`config.mk`:
```
export PLATFORM = sky130hd
export DESIGN_NAME = par_to_serial_gen
export DESIGN_NICKNAME = d
export VERILOG_FILES = /design/src/rtl/par_to_serial_gen.sv
export SDC_FILE = /design/constraint.sdc
export NUM_CORES = 1
export LEC_CHECK = 0
export CELL_PAD_IN_SITES_DETAIL_PLACEMENT = 0
export CELL_PAD_IN_SITES_GLOBAL_PLACEMENT = 1
export CORE_AREA = 2 2 54 56
export DETAILED_ROUTE_END_ITERATION = 10
export DIE_AREA = 0 0 56 58
export HOLD_SLACK_MARGIN = 0.05
export PLACE_DENSITY_LB_ADDON = 0.1
export SLEW_MARGIN = 40
export SYNTH_ARGS = -nofsm -noshare
export SYNTH_HDL_FRONTEND = slang
export SYNTH_SLANG_ARGS = --single-unit
export TNS_END_PERCENT = 1
```
`constraint.sdc`:
```
create_clock -name clk_32f -period 4.35 [get_ports clk_32f]
set_input_delay 0.6525 -clock clk_32f [delete_from_list [all_inputs] [get_ports clk_32f]]
set_output_delay 0.6525 -clock clk_32f [all_outputs]
set_load 0.01 [all_outputs]
```
`src/rtl/par_to_serial_gen.sv`:
```
// par_to_serial_gen
//   Serialises WIDTH-bit parallel words onto a single bit stream (IDL),
//   one bit per clk_32f cycle with no gaps between words. When no word is
//   offered at a word boundary, IDLE_PATTERN is sent instead.
//
// Parameters
//   WIDTH        word width in bits (2..32)
//   IDLE_PATTERN word sent when no data is available
//   LSB_FIRST    0: MSB first, 1: LSB first
//
// Ports
//   clk_32f      in   serial bit clock (rising edge)
//   reset        in   synchronous, active-high
//   active       in   link enable; low forces IDLE_PATTERN
//   data_in      in   parallel word to serialise
//   valid_in     in   data_in holds a word to send
//   ready_out    out  combinational: word accepted on this cycle
//   IDL          out  serial bit stream (registered)
//   idle_out     out  word currently on IDL is IDLE_PATTERN
//   word_done    out  pulse on the last bit of each word
//   underrun_cnt out  idle words inserted while active, saturating at 255
module par_to_serial_gen #(
  parameter int unsigned      WIDTH        = 8,
  parameter logic [WIDTH-1:0] IDLE_PATTERN = 8'hBC,
  parameter logic             LSB_FIRST    = 1'b0
) (
  input  logic             clk_32f,
  input  logic             reset,
  input  logic             active,
  input  logic [WIDTH-1:0] data_in,
  input  logic             valid_in,
  output logic             ready_out,
  output logic             IDL,
  output logic             idle_out,
  output logic             word_done,
  output logic [7:0]       underrun_cnt
);

  localparam int unsigned     CW   = $clog2(WIDTH);
  localparam logic [CW-1:0]   LAST = CW'(WIDTH - 1);

  localparam logic [1:0] ST_RST     = 2'd0;
  localparam logic [1:0] ST_IDLE_TX = 2'd1;
  localparam logic [1:0] ST_DATA_TX = 2'd2;

  logic [1:0]       state_q, state_d;
  logic [CW-1:0]    bit_cnt_q, bit_cnt_d;
  logic [WIDTH-1:0] shift_q, shift_d;
  logic             idl_q, idl_d;
  logic             idle_out_q, idle_out_d;
  logic             word_done_q, word_done_d;
  logic [7:0]       underrun_q, underrun_d;
  logic             boundary;

  always_comb begin
    boundary  = (state_q == ST_RST) || (bit_cnt_q == LAST);
    ready_out = boundary && active && !reset;

    state_d    = state_q;
    bit_cnt_d  = bit_cnt_q + CW'(1);
    shift_d    = LSB_FIRST ? (shift_q >> 1) : (shift_q << 1);
    underrun_d = underrun_q;

    if (boundary) begin
      bit_cnt_d = '0;
      if (valid_in && ready_out) begin
        shift_d = data_in;
        state_d = ST_DATA_TX;
      end else begin
        shift_d = IDLE_PATTERN;
        state_d = ST_IDLE_TX;
      end
      if (active && !valid_in && (underrun_q != 8'hFF)) begin
        underrun_d = underrun_q + 8'd1;
      end
    end

    // The serial output is registered, so it is taken from the next shift
    // value: the first bit of a word appears the cycle after its load edge.
    idl_d       = LSB_FIRST ? shift_d[0] : shift_d[WIDTH-1];
    idle_out_d  = (state_d != ST_DATA_TX);
    word_done_d = (bit_cnt_d == LAST);
  end

  always_ff @(posedge clk_32f) begin
    if (reset) begin
      state_q     <= ST_RST;
      bit_cnt_q   <= '0;
      shift_q     <= IDLE_PATTERN;
      idl_q       <= 1'b0;
      idle_out_q  <= 1'b1;
      word_done_q <= 1'b0;
      underrun_q  <= '0;
    end else begin
      state_q     <= state_d;
      bit_cnt_q   <= bit_cnt_d;
      shift_q     <= shift_d;
      idl_q       <= idl_d;
      idle_out_q  <= idle_out_d;
      word_done_q <= word_done_d;
      underrun_q  <= underrun_d;
    end
  end

  assign IDL          = idl_q;
  assign idle_out     = idle_out_q;
  assign word_done    = word_done_q;
  assign underrun_cnt = underrun_q;

endmodule

```
==> Word-level counts from Yosys, hierarchy flattened <==
Cells that the tools add are included.
W data, S select, Z words.
{ "totals": {"reg_bits": 23, "input_bits": 12, "output_inout_bits": 12, "elab_cells": 32} }
{ "classes": {"add_sub_neg": 2, "n_eq_ne": 4, "mux": 5, "bitwise_logic": 2, "reduce_logical": 11} }
{ "op_table": {"columns": ["op", "count"], "rows": [
  ["$mux W8", 2],
  ["$add A8 B1 Y8 const B", 1],
  ["$ne A8 B8 Y1 const B", 1],
  ["$eq A3 B3 Y1 const B", 2],
  ["$logic_and A1 B1 Y1", 5],
  ["$mux W2", 2],
  ["$add A3 B1 Y3 const B", 1],
  ["$mux W3", 1],
  ["$reduce_or A3 Y1", 1],
  ["$logic_not A1 Y1", 2],
  ["$logic_not A2 Y1", 1],
  ["$ne A2 B2 Y1 const B", 1],
  ["$not A1 Y1", 2],
  ["$reduce_and A2 Y1", 1],
  ["$logic_or A1 B1 Y1", 1]
]} }

==> Depth between registers and ports, before layout <==
Gate-level depths: netlist of run 1.
{ "depth": {"word_depth": 8, "ltp_mapped": 7, "depth_no_buf": 6} }

==> Least setup slack after synthesis of run 1 <==
No wires, ideal clock.
{ "synth_path": {"path_kind": "register to output", "startpoint": "register bit_cnt_q[0]", "endpoint": "output ready_out", "arrival_ns": 1.030, "t_required_ns": 3.697, "slack_ns": 2.668, "path_stages_with_launch": 6, "n_path_buf": 0, "cell_sequence": "dfxtp_1 ha_1 ha_1 o21bai_4 nand2_1 nor2_1"} }
{ "synth_via": {"elab_chain_len": 4} }
{ "synth_rtl": {"columns": ["element", "line_no", "rtl"], "rows": [
  ["start, declared", "47", "logic [CW-1:0] bit_cnt_q, bit_cnt_d;"],
  ["start signal, assigned", "96", "bit_cnt_q <= bit_cnt_d;"],
  ["$eq A3 B3 Y1", "56", "boundary = (state_q == ST_RST) || (bit_cnt_q == LAST);"],
  ["$logic_or A1 B1 Y1", "56", null],
  ["$logic_and A1 B1 Y1 (2 in a row)", "57", "ready_out = boundary && active && !reset;"],
  ["end, declared", "32", "output logic ready_out,"]
]} }
Every way passes these cells.

==> Worst setup path after layout of run 1 <==
{ "layout_path": {"startpoint": "input active", "endpoint": "output ready_out"} }
{ "layout_via": {"elab_chain_len": 2} }
{ "layout_rtl": {"columns": ["element", "line_no", "rtl"], "rows": [
  ["start, declared", "29", "input logic active,"],
  ["$logic_and A1 B1 Y1 (2 in a row)", "57", null]
]} }
Every way passes these cells.

==> impl_metrics.json, run 1 <==
{
  "fin_tns_setup_ns": 0,
  "slew_headroom": 0.6194,
  "synth_fa_ha_area_frac": 0.03963,
  "layout-drive-gt1-share": 0.05556,
  "fmax_mhz": 367.6,
  "ant_nets": 0,
  "ff2ff_path_depth": 6,
  "cp.depth": 4,
  "place_hpwl_um": 1313,
  "antennaDiodeCount": 0,
  "yosysMostFrequentCell": "dfxtp_1",
  "final_cell_count_no_fill": 157,
  "firstDrtPassIters": 5,
  "remaining_drc_errors": 0,
  "grt_max_degree": 23,
  "p_per_area_mw_per_mm2": 315.9,
  "path_delay_family": "buffers and inverters",
  "hold_class": "flip-flop to flip-flop",
  "yosysSeqAreaShare": 0.4861,
  "worst_pin_slew_ns": 0.5688,
  "setup_violations": 0,
  "place_congestion": 0.6956,
  "htreeDepth": 1,
  "worst-setup-path-type": "input pin to primary output",
  "synth_area_um2": 947.2,
  "numCtsBuffers": 3,
  "maxCapViolCount": 0,
  "post_cts.repair.setup_buffers": 0,
  "end_kind": "primary output",
  "cts_resized": 0,
  "synthFlopType": "dfxtp_1",
  "synth_mux_area_frac": 0.01057,
  "drv_slew": 0,
  "ys_seq_elements": 23,
  "cp_num_buf_inv": 2,
  "vias": 827,
  "rsz0062_at_grt": "false",
  "root_buffer": "clkbuf_4",
  "synth_xor_xnor_area_share": 0.009247,
  "synth_compound_area_frac": 0.1757,
  "avgViaCountPerCell": 5.268,
  "coreArea_mm2": 0.002663,
  "hold_viol_final": 0,
  "required_ns": 3.70,
  "cp_common_cell": "clkdlybuf4s50_1",
  "clk_pin_slew_worst_paths_ns": 0.13,
  "finClkSkew_ns": 0.005556,
  "antenna_found_initial": 0,
  "ys_warn_count": 0,
  "yosys-top-cells-count": "23 x dfxtp_1, 12 x nor2_1, 8 x a21oi_1, 8 x nor3_1, 6 x nand2_1",
  "path_max_fanout": 5,
  "period_needed_ns": 2.720,
  "worstPathCellList": "clkdlybuf4s50_1, nand2_1, nor2_1, clkdlybuf4s50_1",
  "synth_cell_type_count": 28,
  "p_leak_nw": 0.4567,
  "critPathMaxStageDelay_ns": 0.60,
  "synthTopCellsByArea": "dfxtp_1 49%, nor2_1 4.8%, a21oi_1 4.2%",
  "tritoncts": "yes",
  "grt_first_pass_wirelength_um": 3263,
  "overflow": 0,
  "cts_hold_buf": 0,
  "die_h_um": 58,
  "yosysTopAreaCell": "dfxtp_1",
  "cts.path.max_buffers": 2,
  "die_w_um": 56,
  "dieArea_mm2": 0.003248,
  "ff2ff_setup_slack_ns": 2.48,
  "port_buffers": 23,
  "drtIter0Drc": 19,
  "async_flop_share": 0,
  "synth_edf_count": 0,
  "row_count": 19,
  "initial_core_util": 0.3557,
  "wl_per_cell_um": 11.94,
  "crit_start": "active",
  "synthSimpleGateAreaFrac": 0.2470,
  "cts_sinks": 23,
  "worstReg2RegEnd": "underrun_cnt[6]",
  "post-route-period-util": 0.6253,
  "nets": 142,
  "synth_top_family_by_area": "simple AND/OR/NAND/NOR gates",
  "wirelength_um": 1875,
  "status": "completed",
  "grt_usage": 0.1274,
  "critPathArrivalTime_ns": 2.07,
  "worstReg2RegStart": "bit_cnt_q[0]",
  "slowest_stage": "clkdlybuf4s50_1",
  "avgSynthCellArea_um2": 9.286,
  "startpoint_type": "input pin",
  "clkLatencyLatePin_ns": 0.31,
  "syn2layout_area_growth_pct": 29.72,
  "grt_pass1_vias": 785,
  "dpl.cell_count": 153,
  "crit_end": "ready_out",
  "pin_count": 24,
  "syn_nets": 117,
  "max-vdd-ir-drop_v": 0.0001619,
  "synth.top_cell.area_share": 0.4861,
  "synth_cells": 102
}
[layout make-up]
type                            instances  area, µm²
Fill cell                             277       1434
Multi-Input combinational cell         73      456.7
Inverter                                2      7.507
Timing Repair Buffer                   24      237.7
Clock buffer                            3      22.52
Tap cell                               31      38.79
Clock inverter                          1      5.005
Sequential cell                        23      460.4
[power by group]
group	switching (mW)	internal [mW]
registers	0.00687	0.222
clock network	0.0638	0.0343
logic	0.0318	0.0294
[worst min path at each step]
stage,startpoint,endpoint,slack (ns),depth (start not counted)
5_1_grt,shift_q[5],shift_q[6],0.47,2
3_5_place_dp,bit_cnt_q[0],bit_cnt_q[0],0.43,1
6_report,shift_q[0],shift_q[1],0.45,2
3_3_place_gp,bit_cnt_q[0],bit_cnt_q[0],0.42,1
2_1_floorplan,bit_cnt_q[0],bit_cnt_q[0],0.41,1
4_1_cts,shift_q[0],shift_q[1],0.45,2
[layer usage]
metal / GRT usage / routed length [µm]
met4: 0.07823 / 16
met3: 0.02009 / 87
met5: 0 / 0
met2: 0.2151 / 896
met1: 0.1528 / 875
[layout by cell type (no fill, tap or decap)]
| master | n |
|---|---|
| o31ai_1 | 1 |
| or2_0 | 1 |
| nor2_1 | 12 |
| ha_1 | 3 |
| nor3_1 | 8 |
| nand4_1 | 3 |
| dfxtp_1 | 23 |
| o2bb2ai_1 | 1 |
| nor3b_1 | 2 |
| and3_1 | 2 |
| o21ai_0 | 2 |
| or3_1 | 5 |
| a21oi_1 | 8 |
| mux2i_1 | 1 |
| o21ai_1 | 3 |
| o21bai_1 | 4 |
| inv_1 | 2 |
| nand3_1 | 4 |
| o21bai_4 | 1 |
| or4_1 | 1 |
| clkdlybuf4s50_1 | 23 |
| a221o_1 | 1 |
| and4_1 | 1 |
| clkbuf_4 | 3 |
| clkinv_2 | 1 |
| o2111ai_4 | 1 |
| xor2_1 | 1 |
| nand2b_1 | 1 |
| nand2_1 | 6 |
| buf_4 | 1 |
[stage by stage]
stage	hold slack (ns)	setup slack [ns]	util	instance area, µm²	total power, mW
6_report	0.4472	1.630	0.4615	1229	0.3881
5_1_grt	0.4748	1.437	0.4615	1229	0.4156
2_1_floorplan	0.4123	2.668	-	947.2	0.2695
4_1_cts	0.4505	1.617	0.4615	1229	0.3986
3_3_place_gp	0.4236	1.612	0.4511	1201	0.2954
3_5_place_dp	0.4292	1.635	0.4511	1201	0.2954
[flip-flops by register name, indices dropped and copies added (netlist names)]
register / count
bit_cnt_q: 3
shift_q: 7
IDL: 1
state_q: 2
idle_out: 1
underrun_cnt: 8
word_done: 1
[logic make-up (layout without fill, tap and decap cells)]
kind of cell / count (synthesis) / in the layout
simple gates: 46 / 46
flops: 23 / 23
compound gates: 22 / 22
buf+inv: 6 / 30
fa+ha+maj: 3 / 3
xor+xnor: 1 / 1
mux: 1 / 1
[worst register-to-register path: cells and delay by family, from the launching register on]
kind	cells	cell delay (ns)
flip-flops	1	0.36
adder cells (fa/ha/maj)	2	0.34
AND/OR/NAND/NOR	1	0.47
AO/OA/AOI/OAI	3	0.65
Power figures use the tool's default switching activity.
==> inputs of run 2 (changes only) <==
--- a/config.mk
+++ b/config.mk
@@ -7,9 +7,9 @@
 export LEC_CHECK = 0
 export CELL_PAD_IN_SITES_DETAIL_PLACEMENT = 0
 export CELL_PAD_IN_SITES_GLOBAL_PLACEMENT = 1
-export CORE_AREA = 2 2 54 56
+export CORE_AREA = 2 2 56 58
 export DETAILED_ROUTE_END_ITERATION = 10
-export DIE_AREA = 0 0 56 58
+export DIE_AREA = 0 0 58 60
 export HOLD_SLACK_MARGIN = 0.05
 export PLACE_DENSITY_LB_ADDON = 0.1
 export SLEW_MARGIN = 40
==> constraint.sdc (replaced) <==
create_clock -name clk_32f -period 2.55 [get_ports clk_32f]
set_input_delay 0.3825 -clock clk_32f [delete_from_list [all_inputs] [get_ports clk_32f]]
set_output_delay 0.3825 -clock clk_32f [all_outputs]
set_load 0.01 [all_outputs]
==> run 2 against run 1 <==
  * Non-clock buffer count is 4 higher
  * Via count is 2.3% higher
  * Power rose by 78%
  * Largest power group unchanged
  * Sequential share of layout area decreased by 0.97 points
  * Clock power rose by 82%
  * Sequential power grew 71%
  * Largest cell class unchanged
  * Worst setup slack worse by 1.4 ns
  * Clock skew rose by 0.0010 ns
==> impl_metrics.json, run 2 (same netlist as run 1, synthesis figures left out) <==
{
  "worst-setup-path-type": "flip-flop to primary output",
  "p_per_area_mw_per_mm2": 547.7,
  "dpl.cell_count": 156,
  "root_buffer": "clkbuf_4",
  "hold_class": "flip-flop to flip-flop",
  "switching_share": 0.2779,
  "layout_common_cells": "23 x dfxtp_1, 23 x clkdlybuf4s50_1, 12 x nor2_1",
  "grt_max_degree": 22,
  "fin_ws_ns": 0.1851,
  "p_leak_nw": 0.4756,
  "period_needed_ns": 2.365,
  "ant_nets": 0,
  "worstPathCellList": "ha_1, ha_1, o21bai_4, nand2_1, nor2_1, clkdlybuf4s50_1",
  "finClkSkew_ns": 0.006594,
  "fin_tns_setup_ns": 0,
  "clkPwrFrac": 0.259,
  "ff2ff_setup_slack_ns": 0.64,
  "required_ns": 2.17,
  "hold_viol_final": 0,
  "syn2layout_area_growth_pct": 33.16,
  "tritoncts": "yes",
  "die_w_um": 58,
  "crit_start": "bit_cnt_q[0]",
  "final_cell_count_no_fill": 163,
  "final_area_mm2": 0.001261,
  "comb_power_share": 0.175,
  "largest_reg_flops": 8,
  "port_buffers": 23,
  "status": "completed",
  "antenna_found_initial": 0,
  "dieArea_mm2": 0.003480,
  "worstReg2RegEnd": "underrun_cnt[6]",
  "wl_met1_um": 945,
  "path_max_fanout": 5,
  "grt_pass1_vias": 795,
  "vias": 846,
  "clkLatencyLatePin_ns": 0.32,
  "slew_headroom": 0.6094,
  "antennaDiodeCount": 0,
  "coreArea_mm2": 0.002903,
  "remaining_drc_errors": 0,
  "power_uw": 690.8,
  "pin_count": 24,
  "wl_per_cell_um": 13.03,
  "numCtsBuffers": 3,
  "layout-drive-gt1-share": 0.08462,
  "nets": 146,
  "whs_ns": 0.4510,
  "postLayoutCoreUtil": 0.4345,
  "avgViaCountPerCell": 5.190,
  "critPathMaxStageDelay_ns": 0.58,
  "htreeDepth": 1,
  "startpoint_type": "flip-flop",
  "met2_length_um": 1026,
  "critPathArrivalTime_ns": 1.98,
  "cellInternalPower_uw": 498.8,
  "wl_met3_um": 111,
  "slowest_stage": "clkdlybuf4s50_1",
  "wirelength_um": 2124,
  "end_kind": "primary output",
  "top_layer": "met4",
  "cts_resized": 0,
  "clk_pin_slew_worst_paths_ns": 0.14,
  "post-route-period-util": 0.9274,
  "overflow": 0,
  "hold_depth": 2,
  "setup_violations": 0,
  "pwr-share-seq": 0.566,
  "firstDrtPassIters": 4,
  "crit_end": "ready_out",
  "rsz0062_at_grt": "false",
  "hp-start": "shift_q[0]",
  "worst_pin_slew_ns": 0.5837,
  "place_ws_ns": 0.4331,
  "ff2ff_path_depth": 7,
  "die_h_um": 60,
  "drtIter0Drc": 19,
  "placed_area_mm2": 0.001211,
  "p_switching_uw": 192.0,
  "fmax_mhz": 422.9,
  "row_count": 20,
  "maxCapViolCount": 0,
  "cp_common_cell": "ha_1",
  "grt_usage": 0.1335,
  "cts.path.max_buffers": 2,
  "max-vdd-ir-drop_v": 0.0002707,
  "nFillCells": 305,
  "grt_first_pass_wirelength_um": 3498,
  "place_hpwl_um": 1430,
  "cts_sinks": 23,
  "place_congestion": 0.7148,
  "initial_core_util": 0.3263,
  "worstReg2RegStart": "bit_cnt_q[0]",
  "drv_slew": 0
}
-- run 2: worst min path at each step --
stage                   endpoint  slack, ns
floorplan           bit_cnt_q[0]       0.41
finish                shift_q[1]       0.45
CTS                   shift_q[1]       0.46
detailed placement    shift_q[1]       0.43
global placement    bit_cnt_q[0]       0.42
global route          shift_q[1]       0.48
-- run 2: per-layer routing --
metal  vias to the layer above  GRT usage
met3                         4    0.02381
li1                        426          -
met1                       392     0.1516
met2                        24     0.2338
met5                         -          0
met4                         0    0.07973
-- run 2: worst max-delay path, delay by kind of cell (launching register included) --
family                   cells  cell delay [ns]
AND/OR/NAND/NOR              2             0.23
adder cells (fa/ha/maj)      2             0.32
AO/OA/AOI/OAI                1             0.15
buffers and inverters        1             0.58
flip-flops                   1             0.37
-- run 2: final cells by class --
| cell class | instances | area (µm²) | area share |
|---|---|---|---|
| Timing Repair Buffer | 28 | 267.8 | 0.2123 |
| Sequential cell | 23 | 460.4 | 0.3651 |
| Clock buffer | 3 | 22.52 | 0.01786 |
| Clock inverter | 1 | 5.005 | 0.003968 |
| Inverter | 2 | 7.507 | 0.005952 |
| Multi-Input combinational cell | 73 | 456.7 | 0.3621 |
| Tap cell | 33 | 41.29 | 0.03274 |
-- run 2: power groups by stage --
| stage | clock network, mW | logic (mW) | registers (mW) |
|---|---|---|---|
| global route | 0.198 | 0.132 | 0.394 |
| detailed placement | 0 | 0.109 | 0.399 |
| global placement | 0 | 0.108 | 0.398 |
| finish | 0.179 | 0.121 | 0.391 |
| CTS | 0.186 | 0.109 | 0.391 |
| floorplan | 0 | 0.0603 | 0.399 |
-- run 2: repair_timing --
item	4_1_cts	5_1_grt
buffers inserted	0	3
hold buffers	0	0
setup endpoints to repair	0	1
